==> config.mk <==
export PLATFORM = sky130hd
export DESIGN_NAME = avl_ctrl_regfile_flat
export DESIGN_NICKNAME = d
export VERILOG_FILES = /design/src/rtl/avl_ctrl_regfile_if.sv /design/src/rtl/avl_ctrl_regfile.sv /design/src/flat_wrapper.sv
export SDC_FILE = /design/constraint.sdc
export NUM_CORES = 1
export LEC_CHECK = 0
export CAP_MARGIN = 10
export CORE_MARGIN = 2
export CORE_UTILIZATION = 50
export DETAILED_ROUTE_END_ITERATION = 8
export PLACE_DENSITY_LB_ADDON = 0.08
export SYNTH_ARGS = -nofsm -noshare
export SYNTH_HDL_FRONTEND = slang
export SYNTH_SLANG_ARGS = --single-unit
==> constraint.sdc <==
create_clock -name clk -period 2.6 [get_ports clk]
set_clock_uncertainty 0.15 [all_clocks]
set_input_delay 0.52 -clock clk [delete_from_list [all_inputs] [get_ports clk]]
set_output_delay 0.52 -clock clk [all_outputs]
set_load 0.01 [all_outputs]
==> src/rtl/avl_ctrl_regfile_if.sv <==
// Avalon-MM slave bundle for the depth-core control register file.
// Master drives address/strobes/data; slave returns data and waitrequest.
interface avl_ctrl_regfile_if #(
  parameter int ADDR_W = 4,
  parameter int DATA_W = 32
);
  logic [ADDR_W-1:0]   avs_address;
  logic                avs_write;
  logic                avs_read;
  logic [DATA_W-1:0]   avs_writedata;
  logic [DATA_W/8-1:0] avs_byteenable;
  logic [DATA_W-1:0]   avs_readdata;
  logic                avs_readdatavalid;
  logic                avs_waitrequest;

  modport master (
    output avs_address, avs_write, avs_read,
    output avs_writedata, avs_byteenable,
    input  avs_readdata, avs_readdatavalid,
    input  avs_waitrequest
  );

  modport slave (
    input  avs_address, avs_write, avs_read,
    input  avs_writedata, avs_byteenable,
    output avs_readdata, avs_readdatavalid,
    output avs_waitrequest
  );
endinterface

==> src/rtl/avl_ctrl_regfile.sv <==
// Control/status register file for the depth-estimation core.
// Define FAN_PWM_EN to enable the fan-duty PWM generator in CTRL[15:8].
module avl_ctrl_regfile #(
  parameter int ADDR_W   = 4,
  parameter int DATA_W   = 32,
  parameter int NUM_REGS = 8
) (
  input  logic clk,
  input  logic reset_n,
  avl_ctrl_regfile_if.slave avs,
  output logic start_o,
  output logic soft_rst_o,
  input  logic core_done_i,
  output logic [(NUM_REGS-3)*DATA_W-1:0] cfg_o,
  output logic irq_o,
  output logic fan_ctrl
);
  localparam int BE_W = DATA_W / 8;
  localparam int NCFG = NUM_REGS - 3;

  logic              wait_q;
  logic              acc;
  logic              wr;
  logic              rd;
  logic [ADDR_W:0]   addr;
  logic              sel_ctrl;
  logic              sel_stat;
  logic              go;
  logic              sft;
  logic              w1c;
  logic              irq_en_q;
  logic              busy_q;
  logic              done_q;
  logic [DATA_W-1:0] frame_q;
  logic [DATA_W-1:0] rdata;
  logic [DATA_W-1:0] wmask;
  logic [DATA_W-1:0] wdata;
  logic [BE_W-1:0]   be;
  logic [DATA_W-1:0] cfg_q [NCFG];
  logic [DATA_W-1:0] rdata_q;
  logic              rvalid_q;

  assign wdata    = avs.avs_writedata;
  assign be       = avs.avs_byteenable;
  assign addr     = {1'b0, avs.avs_address};
  assign acc      = ~wait_q;
  assign wr       = acc & avs.avs_write;
  assign rd       = acc & avs.avs_read & ~avs.avs_write;
  assign sel_ctrl = wr & (addr == (ADDR_W+1)'(0));
  assign sel_stat = wr & (addr == (ADDR_W+1)'(1));

  // soft reset takes precedence over a start bit in the same write
  assign sft = sel_ctrl & be[0] & wdata[1];
  assign go  = sel_ctrl & be[0] & wdata[0]
             & ~wdata[1] & ~busy_q;
  assign w1c = sel_stat & be[0] & wdata[1];

  always_comb begin
    wmask = '0;
    for (int b = 0; b < BE_W; b++)
      wmask[b*8 +: 8] = {8{be[b]}};
  end

  always_ff @(posedge clk or negedge reset_n) begin
    if (!reset_n) begin
      wait_q     <= 1'b1;
      start_o    <= 1'b0;
      soft_rst_o <= 1'b0;
      irq_o      <= 1'b0;
      irq_en_q   <= 1'b0;
      busy_q     <= 1'b0;
      done_q     <= 1'b0;
      frame_q    <= '0;
    end else begin
      wait_q     <= 1'b0;
      start_o    <= go;
      soft_rst_o <= sft;
      irq_o      <= irq_en_q & done_q;
      if (sel_ctrl & be[0])
        irq_en_q <= wdata[2];
      if (sft)
        busy_q <= 1'b0;
      else if (go)
        busy_q <= 1'b1;
      else if (core_done_i)
        busy_q <= 1'b0;
      // a completion beats a same-cycle W1C
      if (sft)
        done_q <= 1'b0;
      else if (core_done_i)
        done_q <= 1'b1;
      else if (w1c)
        done_q <= 1'b0;
      if (sft)
        frame_q <= '0;
      else if (core_done_i)
        frame_q <= frame_q + DATA_W'(1);
    end
  end

  always_ff @(posedge clk or negedge reset_n) begin
    if (!reset_n) begin
      for (int i = 0; i < NCFG; i++)
        cfg_q[i] <= '0;
    end else begin
      for (int i = 0; i < NCFG; i++)
        if (wr && addr == (ADDR_W+1)'(i+3))
          cfg_q[i] <= (cfg_q[i] & ~wmask)
                    | (wdata & wmask);
    end
  end

  always_comb begin
    cfg_o = '0;
    for (int i = 0; i < NCFG; i++)
      cfg_o[i*DATA_W +: DATA_W] = cfg_q[i];
  end

`ifdef FAN_PWM_EN
  logic [7:0] duty_q;
  logic [7:0] cnt_q;

  always_ff @(posedge clk or negedge reset_n) begin
    if (!reset_n) begin
      duty_q <= 8'hFF;
      cnt_q  <= 8'd0;
    end else begin
      cnt_q <= cnt_q + 8'd1;
      if (sel_ctrl & be[1])
        duty_q <= wdata[15:8];
    end
  end

  assign fan_ctrl = (duty_q == 8'hFF)
                  | (cnt_q < duty_q);
`else
  assign fan_ctrl = 1'b1;
`endif

  always_comb begin
    rdata = '0;
    unique case (1'b1)
      addr == (ADDR_W+1)'(0): begin
        rdata[2] = irq_en_q;
`ifdef FAN_PWM_EN
        rdata[15:8] = duty_q;
`endif
      end
      addr == (ADDR_W+1)'(1): begin
        rdata[0] = busy_q;
        rdata[1] = done_q;
      end
      addr == (ADDR_W+1)'(2):
        rdata = frame_q;
      default: begin
        for (int i = 0; i < NCFG; i++)
          if (addr == (ADDR_W+1)'(i+3))
            rdata = cfg_q[i];
      end
    endcase
  end

  always_ff @(posedge clk or negedge reset_n) begin
    if (!reset_n) begin
      rvalid_q <= 1'b0;
      rdata_q  <= '0;
    end else begin
      rvalid_q <= rd;
      rdata_q  <= rd ? rdata : '0;
    end
  end

  assign avs.avs_readdata      = rdata_q;
  assign avs.avs_readdatavalid = rvalid_q;
  assign avs.avs_waitrequest   = wait_q;
endmodule

==> src/flat_wrapper.sv <==
// flat-port wrapper written by rule: the top's interface ports become plain ports
module avl_ctrl_regfile_flat 
#(
  parameter int ADDR_W   = 4,
  parameter int DATA_W   = 32,
  parameter int NUM_REGS = 8
)
  (clk, reset_n, start_o, soft_rst_o, core_done_i, cfg_o, irq_o, fan_ctrl, avs_avs_address, avs_avs_write, avs_avs_read, avs_avs_writedata, avs_avs_byteenable, avs_avs_readdata, avs_avs_readdatavalid, avs_avs_waitrequest);
  avl_ctrl_regfile_if #(.ADDR_W(ADDR_W), .DATA_W(DATA_W)) avs_i ();
  input  logic clk;
  input  logic reset_n;
  output logic start_o;
  output logic soft_rst_o;
  input  logic core_done_i;
  output logic [(NUM_REGS-3)*DATA_W-1:0] cfg_o;
  output logic irq_o;
  output logic fan_ctrl;
  input wire logic [$bits(avs_i.avs_address)-1:0] avs_avs_address;
  input wire logic [$bits(avs_i.avs_write)-1:0] avs_avs_write;
  input wire logic [$bits(avs_i.avs_read)-1:0] avs_avs_read;
  input wire logic [$bits(avs_i.avs_writedata)-1:0] avs_avs_writedata;
  input wire logic [$bits(avs_i.avs_byteenable)-1:0] avs_avs_byteenable;
  output wire logic [$bits(avs_i.avs_readdata)-1:0] avs_avs_readdata;
  output wire logic [$bits(avs_i.avs_readdatavalid)-1:0] avs_avs_readdatavalid;
  output wire logic [$bits(avs_i.avs_waitrequest)-1:0] avs_avs_waitrequest;
  assign avs_i.avs_address = avs_avs_address;
  assign avs_i.avs_write = avs_avs_write;
  assign avs_i.avs_read = avs_avs_read;
  assign avs_i.avs_writedata = avs_avs_writedata;
  assign avs_i.avs_byteenable = avs_avs_byteenable;
  assign avs_avs_readdata = avs_i.avs_readdata;
  assign avs_avs_readdatavalid = avs_i.avs_readdatavalid;
  assign avs_avs_waitrequest = avs_i.avs_waitrequest;
  avl_ctrl_regfile #(.ADDR_W(ADDR_W), .DATA_W(DATA_W), .NUM_REGS(NUM_REGS)) u_core (.clk(clk), .reset_n(reset_n), .avs(avs_i), .start_o(start_o), .soft_rst_o(soft_rst_o), .core_done_i(core_done_i), .cfg_o(cfg_o), .irq_o(irq_o), .fan_ctrl(fan_ctrl));
endmodule
==> impl_metrics.csv, run 1 <==
group,metric,value,unit
timing,setup_violations,0,
clock_tree,postCtsSetupBuffers,0,
global_routing,grt_usage,0.288,
setup_path,r2r_cells,5,
finish,fin_nets,1149,
clock_tree,cts_tree,"built",
die,die_w,148,µm
timing,max_freq,433,MHz
finish,syn_to_final_growth,41.9,%
power_and_ir_drop,leakagePower,6.24,nW
setup_path,reg2reg_from,"u_core.frame_q[0]$_DFFE_PN0P_",
timing,slew_viol_final,0,
setup_path,crit_fanout,4,
clock_tree,clock_sinks,232,
clock_tree,path_clk_slew,0.06,ns
logic_synthesis,synth_area,10300,µm²
timing,final.period_utilization,0.888,
die,ioPinCount,243,
power_and_ir_drop,p_int,7.12,mW
routing,route.detailed.drc,0,
power_and_ir_drop,power.total,9.69,mW
global_routing,grtUsageMet2,0.483,
global_routing,grt_antenna_before_repair,0,
min_path,min_path_cells,1,
routing,routed-via-count,8280,
clock_tree,ctsHoldBuffers,1,
setup_path,cpMaxStageDelayCell,"dfstp_2",
global_routing,grt_pass1_wl,48900,µm
die,die_h,148,µm
setup_path,critical_path_buf_inv_count,1,
global_routing,met3_usage,0.0512,
setup_path,path_cells,"clkdlybuf4s50_1",
clock_tree,clk-insertion-delay-late,0.51,ns
logic_synthesis,synth_ff_type,"dfrtp_1",
routing,drt-pass1-iter-count,6,
timing,hold_viol,0,
setup_path,worstSetupEndpointType,"primary output",
clock_tree,cts_resized,0,
die,start_util,0.509,
logic_synthesis,ys_seq_elements,232,
routing,drt_iter0_drc,471,
placed_design,gp_congestion,0.890,
setup_path,worstSetupPathType,"reg -> out",
global_routing,grt_max_degree,73,
logic_synthesis,syn-num-nets,846,
setup_path,critPathTopFamily,"flip-flops",
finish,drive_gt1_frac,0.282,
timing,fin_crit,2.31,ns
logic_synthesis,synth-edff-count,0,
power_and_ir_drop,ir_drop,0.518,mV
min_path,hold_path_end,"u_core.start_o$_DFF_PN0_",
placed_design,placed_cells,1345,
routing,drtAntennaViolNets,0,
clock_tree,cts_root_buf,"clkbuf_16",
routing,wire_per_inst,22.7,µm
die,rows,52,
min_path,hold_path.class,"reg -> reg",
clock_tree,cts_buffers,25,
clock_tree,clockBufferDepth,3,
logic_synthesis,ys.warnings.count,0,
power_and_ir_drop,clockPowerShare,0.355,
setup_path,rrSetupSlack,0.50,ns
global_routing,grt_pass1_vias,8591,
outcome,status,"completed",
power_and_ir_drop,p_per_area,663,nW/µm²
setup_path,worstPathArrival,1.64,ns
power_and_ir_drop,p_sw_frac,0.266,
global_routing,top_usage_layer,"met2",
job,drv_cap,0,
timing,fin_setup_tns,0,ns
power_and_ir_drop,combPwrFrac,0.188,
global_routing,overflow,0,
placed_design,dp_hpwl,22200,µm
routing,viasPerCell,5.96,
die,die_area,21800,µm²
logic_synthesis,yosysSeqAreaShare,0.564,
timing,slew_headroom,0.614,
min_path,hp-start,"u_core.busy_q$_DFFE_PN0P_",
placed_design,io_buffers,241,
logic_synthesis,synth_cell_types,54,
setup_path,reg2reg_to,"u_core.frame_q[22]$_DFFE_PN0P_",
setup_path,cpPeakStageDelay,0.58,ns
logic_synthesis,async_flop_share,1.00,
clock_tree,cts_max_level,1,
logic_synthesis,syn_area_per_cell,12.9,µm²
global_routing,grt_use_met1,0.389,
power_and_ir_drop,pwr-share-seq,0.457,
routing,wirelength,31600,µm
timing,worst-slew-pin-transition,0.580,ns
finish,instances_no_fill,1389,
setup_path,cp-startpoint,"u_core.avs.avs_waitrequest$_DFF_PN1_",
setup_path,worstSetupStartpointType,"register",
power_and_ir_drop,switchingPower,2.58,mW
setup_path,cp_data_required_time,1.93,ns
logic_synthesis,syn-instance-count,800,
die,coreArea,20200,µm²
finish,diodes,0,
timing,rsz0062_at_grt,"false",
finish,n_fill_cell,1432,
power groups by stage:
stage          logic [mW]  clock network, mW  registers (mW)
6_report             1.82               3.44            4.44
5_1_grt              1.94               3.63            4.49
4_1_cts              1.84               3.46            4.43
3_5_place_dp         1.82                  0            4.49
3_3_place_gp         1.79                  0            4.48
2_1_floorplan       0.561                  0            4.55
worst max path at each step:
stage	end	slack, ns	depth (start not counted)
after global placement	u_core.avs.avs_readdata[20]$_DFF_PN0_	-0.09	6
after floorplan	register	0.44	6
after CTS	avs_avs_waitrequest	0.28	1
after global routing	avs_avs_waitrequest	0.24	1
final	avs_avs_waitrequest	0.29	1
after detailed placement	u_core.avs.avs_readdata[20]$_DFF_PN0_	-0.15	6
metrics by stage:
step                instance area, µm²  hold slack (ns)   util  setup WS, ns
CTS                              14600            0.338  0.722         0.283
global placement                 13800            0.326  0.683       -0.0884
global route                     14600            0.356  0.722         0.242
finish                           14600            0.361  0.722         0.291
floorplan                        10300           0.0744      -         0.443
detailed placement               13800            0.338  0.683        -0.154
cells in the final DEF, fill, tap and decap left out, types with 4 or more instances in the layout:
master           count
nand4_1             10
mux2i_1              5
or3_1                4
dfrtp_1            231
clkbuf_8             6
xnor2_1              8
inv_1                6
a221o_1             32
clkbuf_16           25
nor4_1               5
a21oi_1             48
o211ai_1            32
buf_4               58
a22oi_1             32
nor2_1              19
nor2_2              16
nand2_1             21
o31ai_1             12
o21ai_0              6
or4_1               12
nand3_1             10
clkdlybuf4s50_1    240
clkinv_2             4
buf_12              25
clkbuf_1             5
mux2_2             161
and2_1               5
a311oi_1            31
per-layer routing:
layer  wire length, µm  part of all wire
met4               720             0.023
met5                 0                 0
met2             15700              0.50
met1             13300              0.42
met3              1850             0.059
area by class of cell:
cell class / count / area (µm²) / area share
multi-input cells: 512 / 4290 / 0.293
clock buffers: 36 / 727 / 0.0497
repair buffers: 325 / 3360 / 0.230
clock inverters: 7 / 65.1 / 0.00445
well taps: 270 / 338 / 0.0231
flip-flops and latches: 232 / 5810 / 0.397
inverters: 7 / 26.3 / 0.00180
logic make-up after synthesis:
logic type / synth area share
AOI/OAI and AO/OA: 0.145
muxes: 0.181
adders and majority gates: 0.00121
other: 0.000729
and+or+nand+nor: 0.0769
DFF: 0.564
buffers and inverters: 0.0236
xor gates and xnor gates: 0.00766
cell usage after synthesis (all sizes together), types with 2 or more instances:
library cell  number  share of area
clkbuf            30          0.011
o31ai             12         0.0087
mux2i              5         0.0049
a31oi              3         0.0018
a221oi             2         0.0017
o211ai            32          0.023
nor4b              2         0.0023
a311oi            31          0.026
nor2b              5         0.0030
nand2             24         0.0087
nand4             12         0.0094
or3                6         0.0043
a22oi             32          0.023
o21ai              6         0.0029
buf               19          0.010
or4               13         0.0098
mux2             161           0.18
inv                7         0.0026
and4               3         0.0026
a21oi             48          0.023
nor2              35          0.017
and2               5         0.0030
nand2b             3         0.0018
a221o             32          0.031
xnor2              8         0.0068
nor3               3         0.0015
conb               2        0.00073
and3               2         0.0012
dfrtp            231           0.56
nand3             10         0.0049
nor4               5         0.0030
No activity file was read; power rests on OpenSTA's default activity.
==> inputs of run 2 (changes only) <==
--- a/config.mk
+++ b/config.mk
@@ -9,7 +9,9 @@
 export CORE_MARGIN = 2
 export CORE_UTILIZATION = 50
 export DETAILED_ROUTE_END_ITERATION = 8
+export GPL_TIMING_DRIVEN = 0
 export PLACE_DENSITY_LB_ADDON = 0.08
 export SYNTH_ARGS = -nofsm -noshare
 export SYNTH_HDL_FRONTEND = slang
 export SYNTH_SLANG_ARGS = --single-unit
+export TNS_END_PERCENT = 30
==> run 2 against run 1 <==
Global-route usage is 0.32 points lower. Highest routed layer unchanged. Sequential share of layout area increased by 1.9 points. Critical endpoint is now u_core.avs.avs_readdata[22]$_DFF_PN0_. Sequential cell count unchanged. Via count shrank 1.3%. Utilization fell by 3.4 points. Fmax is 9.6% lower. Critical path depth rose by 6.
==> impl_metrics.csv, run 2 (synthesized netlist as in run 1, its figures left out) <==
group,metric,value,unit
global_routing,overflow,0,
die,die_h,148,µm
clock_tree,cts_tree,"built",
global_routing,grt_pass1_wl,48400,µm
clock_tree,path_clk_slew,0.06,ns
finish,fin_nets,1116,
placed_design,placedInstanceArea,13100,µm²
setup_path,critPathTopFamily,"buffers and inverters",
timing,slew_viol_final,0,
timing,max_freq,391,MHz
clock_tree,postCtsSetupBuffers,0,
power_and_ir_drop,leakagePower,5.88,nW
timing,slew_headroom,0.413,
die,rows,52,
job,drv_cap,0,
placed_design,dp_hpwl,21800,µm
timing,hold_viol,0,
finish,layout_commonest_cell,"clkdlybuf4s50_1",
routing,viasPerCell,6.02,
die,die_area,21800,µm²
timing,setup_violations,0,
power_and_ir_drop,ir_drop,0.495,mV
power_and_ir_drop,p_per_area,681,nW/µm²
outcome,status,"completed",
setup_path,worstSetupStartpointType,"input port",
clock_tree,cts_root_buf,"clkbuf_16",
timing,fin_crit,2.56,ns
die,coreArea,20200,µm²
routing,wire_per_inst,23.0,µm
die,start_util,0.509,
routing,drtAntennaViolNets,0,
routing,drt-pass1-iter-count,5,
setup_path,cpPeakStageDelay,0.53,ns
timing,worst-slew-pin-transition,0.877,ns
global_routing,grt_antenna_before_repair,0,
setup_path,path_cells,"clkdlybuf4s50_1 > buf_2 > and4bb_2 > clkbuf_1 > a221o_1 > o211ai_1 > a311oi_2",
setup_path,worstSetupEndpointType,"register",
clock_tree,cts_buffers,25,
clock_tree,clockBufferDepth,3,
global_routing,grt_pass1_vias,8321,
placed_design,pre_cts_ws,-0.778,ns
die,ioPinCount,243,
timing,final.period_utilization,0.983,
global_routing,grt_max_degree,86,
timing,finalWorstSetupSlack,0.0449,ns
setup_path,worstPathArrival,2.80,ns
finish,layout_common_cells,"239 x clkdlybuf4s50_1, 231 x dfrtp_1, 161 x mux2_2",
min_path,hold_path.class,"in -> reg",
setup_path,critical_path_buf_inv_count,3,
routing,route.detailed.drc,0,
setup_path,crit_fanout,10,
routing,drt_iter0_drc,559,
die,die_w,148,µm
finish,diodes,0,
clock_tree,cts_max_level,1,
setup_path,rrSetupSlack,0.23,ns
setup_path,cpMaxStageDelayCell,"clkbuf_1",
timing,fin_setup_tns,0,ns
placed_design,io_buffers,240,
setup_path,worstSetupPathType,"in -> reg",
finish,fin_util,0.689,
power_and_ir_drop,power.total,9.48,mW
timing,rsz0062_at_grt,"true",
placed_design,gp_congestion,0.852,
finish,drive_gt1_frac,0.238,
global_routing,grt_usage,0.285,
routing,wirelength,31300,µm
routing,routed-via-count,8176,
setup_path,cp_data_required_time,2.84,ns
finish,syn_to_final_growth,35.3,%
finish,final_area,13900,µm²
clock_tree,clock_sinks,232,
clock_tree,clk-insertion-delay-late,0.52,ns
## run 2: power by group
part | switching (mW) | internal, mW
registers | 0.409 | 4.02
clock network | 1.43 | 1.86
logic | 0.739 | 1.02
total | 2.58 | 6.90
## run 2: cell type report
class                           count  area [µm²]
Fill cell                        1517        6300
Sequential cell                   232        5810
Timing Repair Buffer              243        2470
Clock buffer                       35         693
Clock inverter                     10        57.6
Inverter                            7        26.3
Buffer                             49         236
Multi-Input combinational cell    512        4300
Tap cell                          270         338
## run 2: tightest hold or removal path, delay by kind of cell
family	cells	cell delay [ns]
buffers and inverters	1	0.15
xor gates and xnor gates	1	0.07
and+or+nand+nor	1	0.07
## run 2: per-layer routing
metal  GRT usage  wire [µm]  up-vias
met1       0.381      12800     4191
met3      0.0623       2250       47
li1            -          -     3641
met2       0.482      15700      297
met4      0.0601        578        0
met5           0          0        -
## run 2: through the flow
stage / instances / hold slack [ns]
2_1_floorplan: 800 / 0.0744
3_3_place_gp: 1310 / 0.342
3_5_place_dp: 1312 / 0.339
4_1_cts: 1358 / 0.174
5_1_grt: 1358 / 0.195
6_report: 1358 / 0.181
## run 2: path summary, 6_finish.rpt
| path | from | to | cells after the start |
|---|---|---|---|
| setup reg to reg | u_core.frame_q[0]$_DFFE_PN0P_ | u_core.frame_q[24]$_DFFE_PN0P_ | 6 |
| hold / removal | core_done_i | u_core.frame_q[0]$_DFFE_PN0P_ | 3 |
| hold reg to reg | u_core.busy_q$_DFFE_PN0P_ | u_core.start_o$_DFF_PN0_ | 1 |
| max in group asynchronous | reset_n | asynchronous set/reset pin | 4 |
| setup / recovery | avs_avs_address[1] | u_core.avs.avs_readdata[22]$_DFF_PN0_ | 7 |
| min in group asynchronous | reset_n | asynchronous set/reset pin | 2 |
## run 2: what timing repair did
action	4_1_cts	5_1_grt
setup endpoints to repair	59	102
hold buffers	1	0
hold endpoints to repair	84	0
resized for setup	10	21
